### src/rtl/mod3_residue_tx.sv
// Mod-3 residue link transmitter: serializes a payload LSB-first as dibits and appends a check dibit
// so every transmitted word is 0 mod 3. Optional MOD3_TX_FRAME_COUNT_EN adds a 16-bit frame counter.
module mod3_residue_tx #(
  parameter int PAYLOAD_DIBITS = 31,
  parameter int IDX_W          = 5
) (
  input  logic                        clk,
  input  logic                        rst,
  input  logic                        in_valid,
  output logic                        in_ready,
  input  logic [2*PAYLOAD_DIBITS-1:0] in_data,
  output logic [1:0]                  out_dibit,
  output logic                        out_valid,
  input  logic                        out_ready,
  output logic                        out_last,
  output logic [1:0]                  residue,
  output logic                        busy
`ifdef MOD3_TX_FRAME_COUNT_EN
  ,
  output logic [15:0]                 frame_count
`endif
);

  localparam int PW = 2 * PAYLOAD_DIBITS;
  localparam logic [IDX_W-1:0] LAST_IDX = IDX_W'(PAYLOAD_DIBITS - 1);

  typedef enum logic [1:0] {IDLE, SEND, CHECK} state_t;

  state_t            state_q, state_d;
  logic [PW-1:0]     sreg_q, sreg_d;
  logic [IDX_W-1:0]  idx_q, idx_d;
  logic [1:0]        residue_q, residue_d;
  logic [1:0]        out_dibit_q, out_dibit_d;
  logic              out_valid_q, out_valid_d;
  logic              out_last_q, out_last_d;
  logic              in_ready_q, in_ready_d;
  logic              busy_q, busy_d;
  logic              beat;
  logic [1:0]        res_next;

  // A raw dibit of 3 is congruent to 0, so one conditional subtract covers the 0..5 range.
  function automatic logic [1:0] mod3_add(input logic [1:0] r, input logic [1:0] d);
    logic [2:0] s;
    s = {1'b0, r} + {1'b0, d};
    if (s >= 3'd3) s = s - 3'd3;
    return s[1:0];
  endfunction

  function automatic logic [1:0] check_dibit(input logic [1:0] r);
    case (r)
      2'd1:    return 2'd2;
      2'd2:    return 2'd1;
      default: return 2'd0;
    endcase
  endfunction

  assign beat     = out_valid_q && out_ready;
  assign res_next = mod3_add(residue_q, sreg_q[1:0]);

  always_comb begin
    state_d     = state_q;
    sreg_d      = sreg_q;
    idx_d       = idx_q;
    residue_d   = residue_q;
    out_dibit_d = out_dibit_q;
    out_valid_d = out_valid_q;
    out_last_d  = out_last_q;
    in_ready_d  = in_ready_q;
    case (state_q)
      IDLE: begin
        if (in_valid && in_ready_q) begin
          sreg_d      = in_data;
          idx_d       = '0;
          residue_d   = 2'd0;
          out_dibit_d = in_data[1:0];
          out_valid_d = 1'b1;
          in_ready_d  = 1'b0;
          state_d     = SEND;
        end
      end
      SEND: begin
        if (beat) begin
          residue_d = res_next;
          sreg_d    = sreg_q >> 2;
          idx_d     = idx_q + IDX_W'(1);
          if (idx_q == LAST_IDX) begin
            out_dibit_d = check_dibit(res_next);
            out_last_d  = 1'b1;
            state_d     = CHECK;
          end else begin
            out_dibit_d = sreg_d[1:0];
          end
        end
      end
      CHECK: begin
        if (beat) begin
          out_valid_d = 1'b0;
          out_last_d  = 1'b0;
          out_dibit_d = 2'd0;
          residue_d   = 2'd0;
          idx_d       = '0;
          in_ready_d  = 1'b1;
          state_d     = IDLE;
        end
      end
      default: begin
        state_d    = IDLE;
        in_ready_d = 1'b1;
      end
    endcase
    busy_d = (state_d != IDLE);
  end

  always_ff @(posedge clk or posedge rst) begin
    if (rst) begin
      state_q     <= IDLE;
      sreg_q      <= '0;
      idx_q       <= '0;
      residue_q   <= 2'd0;
      out_dibit_q <= 2'd0;
      out_valid_q <= 1'b0;
      out_last_q  <= 1'b0;
      in_ready_q  <= 1'b1;
      busy_q      <= 1'b0;
    end else begin
      state_q     <= state_d;
      sreg_q      <= sreg_d;
      idx_q       <= idx_d;
      residue_q   <= residue_d;
      out_dibit_q <= out_dibit_d;
      out_valid_q <= out_valid_d;
      out_last_q  <= out_last_d;
      in_ready_q  <= in_ready_d;
      busy_q      <= busy_d;
    end
  end

`ifdef MOD3_TX_FRAME_COUNT_EN
  logic [15:0] frame_count_q, frame_count_d;

  always_comb begin
    frame_count_d = frame_count_q;
    if (state_q == CHECK && beat) frame_count_d = frame_count_q + 16'd1;
  end

  always_ff @(posedge clk or posedge rst) begin
    if (rst) frame_count_q <= 16'd0;
    else     frame_count_q <= frame_count_d;
  end

  assign frame_count = frame_count_q;
`endif

  assign in_ready  = in_ready_q;
  assign out_dibit = out_dibit_q;
  assign out_valid = out_valid_q;
  assign out_last  = out_last_q;
  assign residue   = residue_q;
  assign busy      = busy_q;

endmodule

### config.mk
export PLATFORM = sky130hd
export DESIGN_NAME = mod3_residue_tx
export DESIGN_NICKNAME = d
export VERILOG_FILES = /design/src/rtl/mod3_residue_tx.sv
export SDC_FILE = /design/constraint.sdc
export NUM_CORES = 1
export LEC_CHECK = 0
export ABC_AREA = 1
export BUFFER_PORTS_ARGS = -buffer_cell sky130_fd_sc_hd__buf_2
export CAP_MARGIN = 0
export CORE_MARGIN = 5
export CORE_UTILIZATION = 45
export DETAILED_ROUTE_END_ITERATION = 12
export PLACE_DENSITY = 0.67
export SLEW_MARGIN = 25
export SYNTH_ARGS = -nofsm -noshare
export SYNTH_HDL_FRONTEND = slang
export SYNTH_SLANG_ARGS = --single-unit
### constraint.sdc
create_clock -name clk -period 3.8 [get_ports clk]
set_clock_uncertainty 0.2 [all_clocks]
set_input_delay 0.76 -clock clk [delete_from_list [all_inputs] [get_ports clk]]
set_output_delay 0.76 -clock clk [all_outputs]
set_load 0.02 [all_outputs]
==> results of run 1 <==
## cell families after synthesis
family	Yosys count
flip-flops	77
adder cells (fa/ha/maj)	9
buffers and inverters	53
AND/OR/NAND/NOR	226
AO/OA/AOI/OAI	88
XOR/XNOR	2
## path summary, 6_finish.rpt
kind                              endpoint  slack, ns  cells after the start
worst max-delay path            sreg_q[24]       1.34                      7
min in group clk                  in_ready       0.31                      2
worst max register to register  sreg_q[24]       1.34                      7
max in group asynchronous       sreg_q[32]       2.37                      3
worst min-delay path            sreg_q[23]       0.30                      2
worst min register to register    in_ready       0.31                      2
## state kept, by name, summed over array words and instances (netlist names)
register / cells
sreg_q: 62
idx_q: 5
out_dibit: 2
residue: 2
state_q: 2
busy: 1
in_ready: 1
out_last: 1
out_valid: 1
## worst max-delay path: stages (launching register included)
cell and delay, ns:
dfrtp_1 0.42, inv_1 0.10, ha_2 0.56, inv_2 0.11
a21oi_4 0.15, buf_4 0.55, nor2_1 0.08, a31oi_1 0.17
## layout make-up
cell class	instances	area (µm²)
clock buffer	9	124
clock inverter	7	123
fill	775	3760
inverter	26	98.8
multi-input combinational	325	1560
sequential	77	1930
tap	105	131
timing repair buffer	79	410
## cell usage in the layout (no fill, tap or decap), drive strengths merged, types with 2 or more instances in the layout
cell,instances
o211ai,4
clkbuf,9
buf,79
dfrtp,76
nand2,150
a21oi,10
a31oi,57
ha,8
inv,25
o21ai,13
clkinvlp,2
o31ai,2
nor2,64
xor2,2
clkinv,3
bufinv,3
nand3,11
## power groups by stage
stage,Clock [W],Combinational (W),Sequential (W)
after floorplan,0,0.0000119,0.000835
after global placement,0,0.0000541,0.000835
after detailed placement,0,0.0000543,0.000835
after CTS,0.000761,0.0000545,0.000819
after global routing,0.000794,0.0000597,0.000819
final,0.000749,0.0000523,0.000819
## stage by stage
step	cell area [µm²]	total power [W]	std cells	util
2_1_floorplan	3700	0.000847	455	-
3_3_place_gp	4130	0.000889	612	0.507
3_5_place_dp	4130	0.000889	612	0.507
4_1_cts	4370	0.00163	628	0.537
5_1_grt	4370	0.00167	628	0.537
6_report	4370	0.00162	628	0.537
## metal layers
metal,track usage,vias to the layer above
met5,0,-
met4,0.0715,0
met3,0.0291,9
met2,0.274,46
met1,0.218,1452
li1,-,1620
==> impl_metrics.ini, run 1 <==
[outcome]
status = complete, no violations

[power_and_ir_drop]
switchingPower_w = 0.000337
pwr-share-clk = 0.462
p_seq_frac = 0.505
p_leak_nw = 2.16
intPower_w = 0.00128
irDropWorstVdd_uv = 167
power_frac_comb = 0.032
p_per_area_mw_per_mm2 = 371
p_sw_frac = 0.208

[timing]
fin_setup_tns_ns = 0
setup_viol = 0
timing.fmax_mhz = 407
maxSlewViolCount = 0
setup_ws_ns = 1.34
rsz0062_at_grt = false
timing.slew.headroom = 0.514
fin_crit_sh = 0.647
layout_min_cycle_time_ns = 2.46
worst_pin_slew_ns = 0.728
holdWs_ns = 0.303
hold_violations = 0

[yosys]
synth_commonest_cells = 149 x nand2_1, 76 x dfrtp_1, 63 x nor2_1
syn_nets = 530
synth_top_area_share = 0.514
netlist_area_mm2 = 0.00370
synth_top_family_by_area = simple AND/OR/NAND/NOR gates
yosysWarnings = 0
yosysTopAreaCell = dfrtp_1
ys_seq_area_frac = 0.521
synth_mux_area_frac = 0
synth_ff_type = dfrtp_1
yosysUniqueCellTypes = 26
synthTopCellsByArea = dfrtp_1 51%, nand2_1 15%, a31oi_1 9.6%
synth_area_per_cell_um2 = 8.14
syn_inst = 455
synth_adder_area_share = 0.0324
synthXorXnorAreaFrac = 0.00473
synth_edf_count = 0
yosys.area_share.simple = 0.236
ys_ff_latch = 77
async_flop_share = 1.00
synth-compound-area-share = 0.146
synth.most_common_cell = nand2_1

[detailed_routing]
drc = 0
post_drt_wl_per_cell_um = 12.9
drt_iter0_markers = 107
vias = 3127
detail-route-antenna-nets = 0
routed_wl_um = 8080
vias_per_cell = 4.98
dr_wl_met2_um = 3890
dr.max_layer_used = met4
wl_met1_um = 3750
wl_met3_um = 298
dr.pass1.iters = 4

[worst_setup_path]
end_kind = register
start_kind = register
crit_type = reg2reg
setup.worst_path.start = state_q[1]
crit-reg2reg-launch = state_q[1]
required_ns = 3.85
cp_max_fo = 78
crit_arrival_ns = 2.51

[floorplan]
rows = 33
initial_core_util = 0.455
dieArea_mm2 = 0.0101
ios = 74
fp.dieW_um = 101
die_h_um = 101
core_mm2 = 0.00813

[worst_hold_path]
min_path_type = in2async

[layout]
layout-drive-gt1-share = 0.195
area_growth_pct = 18.1
n_antenna_cell = 0
nNetsFinal = 593

[global_routing]
grt_pass1_wl_um = 13600
grt_pass1_vias = 3070
grt_max_degree = 79
antenna_found_initial = 0
grt-ovfl-total = 0
grt_use_total = 0.167

[clock_tree]
cts_setup_buffers = 0
postCtsHoldBufs = 0
post_cts_resized = 0
worstSkewPairLatency_ns = 0.34
cts_num_sinks = 77
cts_inserted_buffers = 9
cts-root-buf = clkbuf_8
cts_tree = yes
clkTransAtPathRegs_ns = 0.09
htree_levels = 3
clockBufferDepth = 2

[run]
drv_cap = 0

[placement]
numPortBuffers = 73
gp_congestion = 0.806
place_ws_ns = 1.29
dpl.hpwl_um = 5580
Power figures use the tool's default switching activity.
==> run 2: changes to the inputs <==
- PLACE_DENSITY: 0.67 -> 0.7
- clock period: 3.8 -> 2.21 ns (I/O delays scaled with it)
==> impl_metrics.ini, run 2 (same netlist as run 1, synthesis figures left out) <==
[global_routing]
grt_pass1_wl_um = 14100
antenna_found_initial = 1
grt.met1_usage = 0.246
gr-max-usage-layer = met2
grt_pass1_vias = 3071
grt_use_total = 0.174
grt-ovfl-total = 0
use_met3 = 0.0346
grtUsageMet2 = 0.256
grt_max_degree = 78

[placement]
numPortBuffers = 73
dpl.hpwl_um = 5420
gp_congestion = 0.716

[clock_tree]
cts-root-buf = clkbuf_8
htree_levels = 3
postCtsHoldBufs = 0
worstSkewPairLatency_ns = 0.35
cts_tree = yes
clockBufferDepth = 2
cts_inserted_buffers = 9
cts_num_sinks = 77
clkTransAtPathRegs_ns = 0.08

[layout]
fillers = 779
layout-drive-gt1-share = 0.211
final_cell_mix = 148 x nand2_1, 76 x dfrtp_1, 73 x buf_2
largest_register_ffs = 62
area_growth_pct = 20.0
top_regs = sreg_q (62), idx_q (5)
final_util = 0.546
n_antenna_cell = 0
nNetsFinal = 597
final_common_cell = nand2_1
regMostFlops = sreg_q

[floorplan]
fp.dieW_um = 101
initial_core_util = 0.455
rows = 33
dieArea_mm2 = 0.0101
die_h_um = 101
ios = 74
core_mm2 = 0.00813

[outcome]
violations = hold timing
status = complete, but fails checks

[timing]
rsz0062_at_grt = true
hold_violations = 6
holdWs_ns = -0.0178
worst_pin_slew_ns = 0.422
timing.slew.headroom = 0.718
fin_crit_sh = 0.972
timing.fmax_mhz = 465
fin_setup_tns_ns = 0
maxSlewViolCount = 0
layout_min_cycle_time_ns = 2.15
setup_viol = 0

[worst_setup_path]
rrSetupSlack_ns = 0.06
crit-reg2reg-launch = residue[0]
setup.worst_path.start = residue[0]
crit_arrival_ns = 2.21
end_kind = register
crit_type = reg2reg
cp_max_fo = 4
start_kind = register
required_ns = 2.27

[power_and_ir_drop]
p_seq_frac = 0.523
power_frac_comb = 0.034
p_per_area_mw_per_mm2 = 606
finalPower_w = 0.00269
switchingPower_w = 0.000546
irDropWorstVdd_uv = 315
pwr-share-clk = 0.444
p_leak_nw = 2.18
intPower_w = 0.00215
p_sw_frac = 0.203

[detailed_routing]
drc = 0
post_drt_wl_per_cell_um = 12.9
routed_wl_um = 8160
vias_per_cell = 5.00
drt_iter0_markers = 137
vias = 3154
detail-route-antenna-nets = 0
dr.pass1.iters = 5

[run]
drv_cap = 0

[worst_hold_path]
min_path_type = in2async
==> run 2: routing by layer <==
layer	up-vias	wire length (µm)
met5	-	13
met1	1448	3810
li1	1627	-
met4	2	190
met2	61	3780
met3	16	362
==> run 2: worst max-delay path, cell delays in order (launching register included) <==
cell and delay (ns):
dfrtp_1 0.36, ha_2 0.17, inv_2 0.03, fa_1 0.51, inv_2 0.06, ha_4 0.16, inv_4 0.06, nand3_2 0.05
nand2_1 0.08, nand2_2 0.06, o21bai_1 0.13, nand2_1 0.06, a21oi_1 0.13
==> run 2: metrics by stage <==
| stage | cell area (µm²) | hold slack [ns] | setup slack [ns] | std cells |
|---|---|---|---|---|
| floorplan | 3710 | 0.293 | 0.0191 | 455 |
| CTS | 4420 | 0.0136 | 0.00657 | 631 |
| global placement | 4180 | 0.288 | 0.110 | 614 |
| detailed placement | 4180 | 0.304 | -0.0212 | 614 |
| global route | 4440 | 0.0150 | -0.0349 | 631 |
| finish | 4440 | -0.0178 | 0.0612 | 631 |
==> run 2: repair_timing <==
item                       CTS  global route
pin swaps                    1             6
setup buffers                2             0
gates resized for setup      0             9
setup endpoints to repair    2             2
==> run 2: area by class of cell <==
| class | instances | area [µm²] | area share |
|---|---|---|---|
| multi-input cells | 325 | 1580 | 0.355 |
| clock inverters | 3 | 68.8 | 0.0155 |
| flip-flops and latches | 77 | 1930 | 0.434 |
| repair buffers | 83 | 478 | 0.108 |
| well taps | 105 | 131 | 0.0296 |
| inverters | 26 | 104 | 0.0234 |
| clock buffers | 12 | 155 | 0.0349 |
==> run 2: worst paths after layout <==
check | end | cells after the start
min in group clk | sreg_q[60] | 3
hold / removal | sreg_q[30] | 3
max in group asynchronous | in_ready | 3
setup / recovery | out_dibit[0] | 12
setup reg to reg | out_dibit[0] | 12
hold reg to reg | out_valid | 2
==> run 2: power by group through the flow <==
stage | clock network (W) | registers, W | logic, W
global placement | 0 | 0.00144 | 0.0000934
floorplan | 0 | 0.00144 | 0.0000209
CTS | 0.00122 | 0.00141 | 0.0000944
global route | 0.00128 | 0.00141 | 0.000105
detailed placement | 0 | 0.00144 | 0.0000936
finish | 0.00119 | 0.00141 | 0.0000904
==> run 3: changes to the inputs <==
- CORE_UTILIZATION: 45 -> 40
- PLACE_DENSITY: 0.7 -> default
==> impl_metrics.ini, run 3 (same netlist as run 1, synthesis figures left out) <==
[outcome]
status = complete, but fails checks
violations = setup timing

[layout]
largest_register_ffs = 62
final_cell_mix = 147 x nand2_1, 76 x dfrtp_1, 73 x buf_2
top_regs = sreg_q (62), idx_q (5)
final_util = 0.486
area_growth_pct = 20.2
multi_input_area_mm2 = 0.00159
layout-drive-gt1-share = 0.218
fillers = 940
final_common_cell = nand2_1
nNetsFinal = 598
regArea_mm2 = 0.00193
n_antenna_cell = 0
regMostFlops = sreg_q

[global_routing]
grt-ovfl-total = 0
antenna_found_initial = 1
grt_use_total = 0.154
grt_max_degree = 78
grt_pass1_wl_um = 14200
grt_pass1_vias = 3157

[timing]
maxSlewViolCount = 0
fin_crit_sh = 1.00
setup_ws_ns = -0.000511
timing.slew.headroom = 0.727
setup_viol = 1
worst_pin_slew_ns = 0.410
timing.fmax_mhz = 452
layout_min_cycle_time_ns = 2.21
hold_violations = 0
rsz0062_at_grt = true
fin_setup_tns_ns = -0.000511

[detailed_routing]
vias = 3180
drt_iter0_markers = 112
drc = 0
dr.pass1.iters = 4
vias_per_cell = 4.98
post_drt_wl_per_cell_um = 13.1
routed_wl_um = 8340
detail-route-antenna-nets = 0

[floorplan]
die_h_um = 106
initial_core_util = 0.405
dieArea_mm2 = 0.0113
fp.dieW_um = 106
core_mm2 = 0.00915
rows = 35
ios = 74

[power_and_ir_drop]
pwr-share-clk = 0.414
p_seq_frac = 0.550
intPower_w = 0.00200
power_frac_comb = 0.035
p_per_area_mw_per_mm2 = 575
switchingPower_w = 0.000555
p_sw_frac = 0.217
irDropWorstVdd_uv = 238
p_leak_nw = 2.17

[worst_setup_path]
r2r_end = out_dibit[0]
path_buf_inv = 3
crit_slowest_cell = fa_1
crit-reg2reg-launch = residue[0]
path_cells = ha_2, inv_2, fa_1, inv_2, ha_4, inv_4, nand3_2, nand2_1, nand2_2, o21bai_1, nand2_1, a21oi_2
crit_family = adder cells
crit_arrival_ns = 2.29
required_ns = 2.29
start_kind = register
end_kind = register
cp_max_fo = 4
rr_worst_depth = 12
rrSetupSlack_ns = -0.0005
slowest_delay_ns = 0.51
crit_type = reg2reg

[clock_tree]
htree_levels = 3
cts_tree = yes
cts-root-buf = clkbuf_8
clkTransAtPathRegs_ns = 0.08
cts_inserted_buffers = 9
worstSkewPairLatency_ns = 0.34
clockBufferDepth = 2
cts_num_sinks = 77

[run]
drv_cap = 0

[placement]
gp_congestion = 0.768
dpl.hpwl_um = 5520
numPortBuffers = 73

[worst_hold_path]
min_path_type = in2async
## run 3: worst max path at each step
stage	start	endpoint	cells past startpoint
3_5_place_dp	residue[0]	out_dibit[0]	12
3_3_place_gp	residue[0]	out_dibit[0]	12
5_1_grt	residue[0]	out_dibit[0]	12
4_1_cts	residue[0]	out_dibit[0]	12
6_report	residue[0]	out_dibit[0]	12
2_1_floorplan	residue[0]	out_dibit[0]	12
## run 3: area by class of cell
cell class / count / area share
timing repair buffer: 84 / 0.112
clock buffer: 12 / 0.0326
multi-input combinational: 325 / 0.357
sequential: 77 / 0.433
inverter: 26 / 0.0233
clock inverter: 4 / 0.0107
tap: 111 / 0.0312
## run 3: power groups by stage
stage | logic, W | clock network (W) | registers [W]
6_report | 0.0000908 | 0.00106 | 0.00141
5_1_grt | 0.000104 | 0.00116 | 0.00141
4_1_cts | 0.0000947 | 0.00109 | 0.00141
3_5_place_dp | 0.0000940 | 0 | 0.00144
3_3_place_gp | 0.0000945 | 0 | 0.00144
2_1_floorplan | 0.0000209 | 0 | 0.00144
## run 3: worst min-delay path, cell delays in order
cell,delay (ns)
buf_2,0.11
clkinvlp_4,0.07
buf_12,0.35
## run 3: repair_timing
item                       4_1_cts  5_1_grt
setup buffers                    2        2
setup endpoints to repair        2        2
hold buffers                     0        0
pin swaps                        1        8
gates resized for setup          1       11
## run 3: layer usage
layer,global-route usage,up-vias,wire length [µm]
met4,0.0638,2,91
li1,-,1631,-
met5,0,-,7
met1,0.198,1479,4000
met3,0.0358,10,435
met2,0.248,58,3810
## run 3: through the flow
step	setup slack, ns	cells	hold slack [ns]	total power [W]	area [µm²]
after floorplan	0.0191	455	0.293	0.00146	3710
after global placement	0.0919	619	0.290	0.00153	4190
after detailed placement	-0.0910	619	0.310	0.00153	4190
after CTS	0.000850	637	0.0212	0.00259	4400
after global routing	-0.145	639	0.0439	0.00267	4450
final	-0.000511	639	0.0149	0.00256	4450
